### config.mk
export PLATFORM = sky130hd
export DESIGN_NAME = ct_ciu_ncq_gm_multi
export DESIGN_NICKNAME = d
export VERILOG_FILES = /design/src/rtl/ct_ciu_ncq_gm_multi.sv
export SDC_FILE = /design/constraint.sdc
export NUM_CORES = 1
export LEC_CHECK = 0
export CELL_PAD_IN_SITES_DETAIL_PLACEMENT = 0
export CELL_PAD_IN_SITES_GLOBAL_PLACEMENT = 1
export CORE_ASPECT_RATIO = 1.2
export CORE_MARGIN = 1
export CORE_UTILIZATION = 52
export CTS_CLUSTER_DIAMETER = 150
export DETAILED_ROUTE_END_ITERATION = 12
export DONT_BUFFER_PORTS = 1
export PLACE_DENSITY_LB_ADDON = 0.1
export REMOVE_ABC_BUFFERS = 1
export SKIP_LAST_GASP = 1
export SYNTH_ARGS = -nofsm -noshare
export SYNTH_HDL_FRONTEND = slang
export SYNTH_SLANG_ARGS = --single-unit
### constraint.sdc
create_clock -name forever_cpuclk -period 3.6 [get_ports forever_cpuclk]
set_clock_uncertainty 0.1 [all_clocks]
set_input_delay 0.72 -clock forever_cpuclk [delete_from_list [all_inputs] [get_ports forever_cpuclk]]
set_output_delay 0.72 -clock forever_cpuclk [all_outputs]
set_load 0.005 [all_outputs]
### src/rtl/ct_ciu_ncq_gm_multi.sv
// ct_ciu_ncq_gm_multi -- multi-entry global exclusive monitor for the CIU
// non-cacheable queue. Each entry holds one exclusive reservation
// (requester ID + address granule).
//   - A set reserves an entry when an exclusive read pops from the RAQ.
//   - A write popped from the WAQ clears every entry in its granule.
//   - An exclusive write reports pass or fail combinationally, in the same cycle.
//
// Optional build macro: CT_CIU_GM_TIMEOUT_EN adds a per-entry age counter.
// When the counter reaches all-ones, the entry drops its reservation.
//
// Ports:
//   forever_cpuclk       free-running clock
//   cpurst_b             asynchronous active-low reset
//   ciu_icg_en           module clock-gate enable for payload registers
//   pad_yy_icg_scan_en   scan clock-gate bypass
//   gm_set_vld/addr/id   exclusive read popped from RAQ
//   gm_wr_vld/excl/addr/id  write popped from WAQ
//   gm_wr_success        exclusive write passes (same cycle)
//   gm_entry_vld         per-entry valid
//   gm_evict             1-cycle pulse: a set displaced another ID's entry

// Latch-based clock gate used for the payload registers.
module gated_clk_cell (
  input  logic clk_in,
  input  logic global_en,
  input  logic module_en,
  input  logic local_en,
  input  logic external_en,
  input  logic pad_yy_icg_scan_en,
  output logic clk_out
);
  logic clk_en_bf_latch;
  logic clk_en_lat;

  assign clk_en_bf_latch = (global_en & (module_en | local_en)) | external_en;

  always_latch begin
    if (!clk_in) clk_en_lat = clk_en_bf_latch | pad_yy_icg_scan_en;
  end

  assign clk_out = clk_in & clk_en_lat;
endmodule

module ct_ciu_ncq_gm_multi #(
  parameter int ENTRY_NUM = 4,
  parameter int ADDRW     = 40,
  parameter int IDW       = 8,
  parameter int GRAN_LSB  = 6,
  parameter int TIMEOUT_W = 10
) (
  input  logic                 forever_cpuclk,
  input  logic                 cpurst_b,
  input  logic                 ciu_icg_en,
  input  logic                 pad_yy_icg_scan_en,
  input  logic                 gm_set_vld,
  input  logic [ADDRW-1:0]     gm_set_addr,
  input  logic [IDW-1:0]       gm_set_id,
  input  logic                 gm_wr_vld,
  input  logic                 gm_wr_excl,
  input  logic [ADDRW-1:0]     gm_wr_addr,
  input  logic [IDW-1:0]       gm_wr_id,
  output logic                 gm_wr_success,
  output logic [ENTRY_NUM-1:0] gm_entry_vld,
  output logic                 gm_evict
);
  localparam int GW   = ADDRW - GRAN_LSB;
  localparam int PTRW = $clog2(ENTRY_NUM);

  logic [ENTRY_NUM-1:0] vld_q;
  logic [GW-1:0]        ga_q [ENTRY_NUM];
  logic [IDW-1:0]       id_q [ENTRY_NUM];
  logic [PTRW-1:0]      ptr_q;
  logic                 evict_q;

  logic [GW-1:0]        set_ga;
  logic [GW-1:0]        wr_ga;
  logic [ENTRY_NUM-1:0] wr_hit;
  logic [ENTRY_NUM-1:0] clr_mask;
  logic [ENTRY_NUM-1:0] vld_pc;
  logic [ENTRY_NUM-1:0] id_match;
  logic [ENTRY_NUM-1:0] tgt_oh;
  logic [ENTRY_NUM-1:0] expire;
  logic [PTRW-1:0]      free_idx;
  logic                 any_free;
  logic                 clr_en;
  logic                 set_go;
  logic                 evict_nxt;
  logic                 gm_clk;
  logic                 unused_ok;

  assign set_ga = gm_set_addr[ADDRW-1:GRAN_LSB];
  assign wr_ga  = gm_wr_addr[ADDRW-1:GRAN_LSB];

  always_comb begin
    wr_hit   = '0;
    clr_mask = '0;
    for (int i = 0; i < ENTRY_NUM; i++) begin
      wr_hit[i]   = vld_q[i] & (id_q[i] == gm_wr_id) & (ga_q[i] == wr_ga);
      clr_mask[i] = vld_q[i] & (ga_q[i] == wr_ga);
    end
  end

  assign gm_wr_success = gm_wr_vld & gm_wr_excl & (|wr_hit);

  // A failed exclusive write leaves the monitor untouched.
  assign clr_en = gm_wr_vld & (~gm_wr_excl | gm_wr_success);
  assign vld_pc = clr_en ? (vld_q & ~clr_mask) : vld_q;

  // A set to the granule being cleared this cycle loses to the clear.
  assign set_go = gm_set_vld & ~(clr_en & (set_ga == wr_ga));

  // Target selection works on the post-clear valids, so an entry freed
  // in this cycle is eligible as invalid.
  always_comb begin
    id_match  = '0;
    free_idx  = '0;
    any_free  = 1'b0;
    tgt_oh    = '0;
    evict_nxt = 1'b0;
    for (int i = 0; i < ENTRY_NUM; i++) begin
      id_match[i] = vld_pc[i] & (id_q[i] == gm_set_id);
    end
    for (int i = ENTRY_NUM - 1; i >= 0; i--) begin
      if (!vld_pc[i]) begin
        free_idx = PTRW'(i);
        any_free = 1'b1;
      end
    end
    if (set_go) begin
      if (|id_match) begin
        tgt_oh = id_match;
      end else if (any_free) begin
        tgt_oh = ENTRY_NUM'(1) << free_idx;
      end else begin
        tgt_oh    = ENTRY_NUM'(1) << ptr_q;
        evict_nxt = 1'b1;
      end
    end
  end

`ifdef CT_CIU_GM_TIMEOUT_EN
  logic [TIMEOUT_W-1:0] cnt_q [ENTRY_NUM];

  always_comb begin
    expire = '0;
    for (int i = 0; i < ENTRY_NUM; i++) begin
      expire[i] = vld_q[i] & (&cnt_q[i]);
    end
  end

  always_ff @(posedge forever_cpuclk or negedge cpurst_b) begin
    if (!cpurst_b) begin
      for (int i = 0; i < ENTRY_NUM; i++) cnt_q[i] <= '0;
    end else begin
      for (int i = 0; i < ENTRY_NUM; i++) begin
        if (tgt_oh[i])     cnt_q[i] <= '0;
        else if (vld_q[i]) cnt_q[i] <= cnt_q[i] + 1'b1;
      end
    end
  end
`else
  assign expire = '0;
`endif

  // A set targeting an expiring entry re-validates it, because tgt_oh is ORed in last.
  always_ff @(posedge forever_cpuclk or negedge cpurst_b) begin
    if (!cpurst_b) begin
      vld_q   <= '0;
      ptr_q   <= '0;
      evict_q <= 1'b0;
    end else begin
      vld_q   <= (vld_pc & ~expire) | tgt_oh;
      evict_q <= evict_nxt;
      if (evict_nxt) begin
        ptr_q <= (ptr_q == PTRW'(ENTRY_NUM - 1)) ? '0 : ptr_q + 1'b1;
      end
    end
  end

  gated_clk_cell x_gm_gated_clk (
    .clk_in             (forever_cpuclk),
    .global_en          (1'b1),
    .module_en          (ciu_icg_en),
    .local_en           (gm_set_vld),
    .external_en        (1'b0),
    .pad_yy_icg_scan_en (pad_yy_icg_scan_en),
    .clk_out            (gm_clk)
  );

  always_ff @(posedge gm_clk or negedge cpurst_b) begin
    if (!cpurst_b) begin
      for (int i = 0; i < ENTRY_NUM; i++) begin
        ga_q[i] <= '0;
        id_q[i] <= '0;
      end
    end else begin
      for (int i = 0; i < ENTRY_NUM; i++) begin
        if (tgt_oh[i]) begin
          ga_q[i] <= set_ga;
          id_q[i] <= gm_set_id;
        end
      end
    end
  end

  assign gm_entry_vld = vld_q;
  assign gm_evict     = evict_q;

  // The offset bits inside a granule never take part in a compare.
  assign unused_ok = ^{gm_set_addr[GRAN_LSB-1:0], gm_wr_addr[GRAN_LSB-1:0]} ^ (TIMEOUT_W > 0);
endmodule

==> summary.md <==
| Metric | Value |
|---|---|
| Clock transition at path regs | `0.07 ns` |
| Crit Path Max Fanout | `9` |
| Fmax | `270 MHz` |
| Power, Total | `9710 uW` |
| First-pass GRT wire length | `42,200 um` |
| Remaining antenna violation count | `0` |
| WL/cell | `23.8 um` |
| Final net count | `989` |
| WS Path Type | `reg -> reg` |
| Final hold violations | `175` |
| Crit path DAT | `4.33 ns` |
| Peak supply drop | `383 uV` |
| Hold Slack | `-0.523 ns` |
| Fin. max-slew vios | `0` |
| GP Congestion | `0.857` |
| Hpwl dp | `18,700 um` |
| # DRC | `0` |
| Static Leakage | `0.00480 uW` |
| Die Wd | `129 um` |
| WL final | `27,500 um` |
| IO Pins | `109` |
| M3 GR Usage | `5.53%` |
| Site Rows | `55` |
| Synth top area share | `43.5%` |
| Via count | `6,518` |
| Initial DRC count | `231` |
| Hold Crit Class | `in -> async` |
| Ranking of synthesized cells by area | `dfrtp_1 44%, xnor2_1 17%, mux2_2 7.9%` |
| Initial DRT Pass Iterations | `4` |
| Setup violations, final | `75` |
| Slew HR | `65.6%` |
| Fin cells | `1,155` |
| Average vias per placed instance | `5.64` |
| Synth unique cells | `51` |
| Hold Buf Count CTS | `42` |
| Ys async rst share | `99.4%` |
| Syn Area/Cell | `12.4 um2` |
| GR Layer Usage met1 | `34.1%` |
| Cells after Synth | `813` |
| Crit. End Element | `flip-flop` |
| Die area | `0.0199 mm2` |
| Violated checks | `hold timing, setup timing` |
| Gr busiest metal | `met2` |
| CP Launch Type | `flip-flop` |
| Post-layout instance area | `0.0121 mm2` |
| Slew of the pin with the lowest slew margin | `0.511 ns` |
| Cell with the most instances after synthesis | `xnor2_1` |
| All-Layer GR Usage | `28.7%` |
| Area Overhead vs Synth | `19.9%` |
| Status | `finished with violations` |
| Placed Area | `0.0105 mm2` |
| Die height | `154 um` |
| Synthesis-stage register bit count | `176` |
| Grt ovf | `0` |
| Top cells by count, synth | `191 x xnor2_1, 175 x dfrtp_1, 71 x mux2_2` |
| Core ar. | `0.0189 mm2` |
| Largest net degree at the start of global routing | `176` |
| Share of layout cells above drive strength 1 | `27.5%` |
| Initial antenna violation count | `0` |
| Initial Utilization | `53.2%` |
| Global-route met2 utilization | `51.0%` |
| Mapped Area | `0.0101 mm2` |
| TritonCTS clock tree | `yes` |
| Yosys warns | `0` |
| Dominant cell type by area after synthesis | `dfrtp_1` |
| Main synth FF type | `dfrtp_1` |
| Placed insts | `1,059` |
| Number of synthesized flops with an enable pin | `0` |
| Final Cycle Share | `103%` |
| Tmin final | `3.71 ns` |
| Worst path required time | `4.22 ns` |
| RSZ-0062 raised after global routing | `yes` |
| Max Cap Violations | `0` |
| # port buffers | `0` |
| Vias in the first global route | `7,085` |
| Power per cell area | `805 mW/mm2` |
| FILL cells | `1,511` |
| Worst setup margin | `-0.107 ns` |
| Diode count | `0` |
| Clock Latency Late Sink | `0.83 ns` |
report_power, final:
group	internal [uW]	switching, uW	total (uW)
Sequential	2680	691	3380
Clock	1550	852	2410
Combinational	2410	1520	3930
worst paths after layout:
kind,from,to,slack [ns],cells after the start
worst max-delay path,ga_q[113]$_DFFE_PN0P_,ga_q[57]$_DFFE_PN0P_,-0.11,14
worst min-delay path,cpurst_b,id_q[13]$_DFFE_PN0P_,-0.52,0
worst max register to register,ga_q[113]$_DFFE_PN0P_,ga_q[57]$_DFFE_PN0P_,-0.11,14
worst min register to register,ga_q[2]$_DFFE_PN0P_,ga_q[2]$_DFFE_PN0P_,0.41,1
max in group gated,x_gm_gated_clk.clk_en_lat$_DLATCH_N_,clock gate,0.50,0
max in group asynchronous,cpurst_b,gm_entry_vld[2]$_DFF_PN0_,3.62,0
min in group forever_cpuclk,pad_yy_icg_scan_en,x_gm_gated_clk.clk_en_lat$_DLATCH_N_,0.05,1
min in group gated,x_gm_gated_clk.clk_en_lat$_DLATCH_N_,clock gate,0.88,0
worst max-delay path, cell delays in order (launching register included):
cell and delay (ns):
dfrtp_1 0.39, xnor2_1 0.16, buf_4 0.15, nand4_1 0.13, nor4_2 0.35, buf_4 0.17, nand4_1 0.16, nand4_4 0.20
o22ai_4 0.09, a221o_1 0.36, or4_4 0.50, a21oi_4 0.16, buf_12 0.18, buf_12 0.16, mux2_4 0.30
through the flow:
stage	hold WS, ns	TNS, ns	utilization (%)	setup WS, ns
final	-0.523	-5.38	63.7	-0.107
after CTS	-0.544	-3.97	62.8	-0.0960
after global placement	0.126	-54.96	55.3	-0.488
after global routing	-0.556	-15.61	63.7	-0.197
after floorplan	0.126	-122.49	-	-1.34
after detailed placement	0.126	-59.14	55.3	-0.518
per-layer routing:
| metal | routed length, um | vias to the layer above |
|---|---|---|
| met4 | 753 | 0 |
| met1 | 11000 | 3363 |
| li1 | - | 2945 |
| met2 | 14600 | 172 |
| met5 | 0 | - |
| met3 | 1230 | 38 |
layout make-up:
| cell class | count | area, um2 | area share, % |
|---|---|---|---|
| repair buffers | 111 | 1190 | 9.87 |
| inverters | 6 | 22.5 | 0.187 |
| well taps | 256 | 320 | 2.66 |
| clock buffers | 29 | 693 | 5.75 |
| multi-input cells | 563 | 5230 | 43.3 |
| clock inverters | 14 | 211 | 1.75 |
| flip-flops and latches | 176 | 4390 | 36.4 |
cells by family (layout without fill, tap and decap cells):
family	count (synthesis)	in the layout	synth area share [%]
fa+ha+maj	1	1	0.124
xor+xnor	234	234	20.7
flops	175	175	43.5
latches	1	1	0.149
mux	170	170	20.5
compound gates	27	27	2.48
simple gates	131	131	7.40
buf+inv	74	160	5.11
sequential cells by signal, summed over array words and instances, names as in the netlist:
name / count
gm_entry_vld: 4
ptr_q: 2
gm_evict: 1
ga_q: 136
x_gm_gated_clk.clk_en_lat: 1
id_q: 32
layout by cell type (no fill, tap or decap), types with 2 or more instances in the layout:
cell,n
a211oi_1,2
a21o_1,4
a21oi_4,2
and3_1,2
and4_2,2
buf_12,12
buf_4,49
buf_6,3
bufinv_16,4
clkbuf_16,31
clkinvlp_4,2
dfrtp_1,175
dlygate4sd3_1,42
inv_1,6
inv_6,4
mux2_1,57
mux2_2,71
mux2_4,42
nand2_1,22
nand3_1,11
nand4_1,48
nor2_1,8
nor3_1,14
nor4_1,9
nor4_2,4
o21a_1,2
o21ai_0,2
or3_1,3
xnor2_1,189
xnor2_2,6
xor2_1,39
repair_timing:
action / in CTS / in global routing
pin swaps: 3 / 6
setup buffers: 4 / 2
resized for setup: 5 / 11
cloned: 1 / 4
setup endpoints to repair: 89 / 170
hold endpoints to repair: 343 / 175
Power figures use the tool's default switching activity.
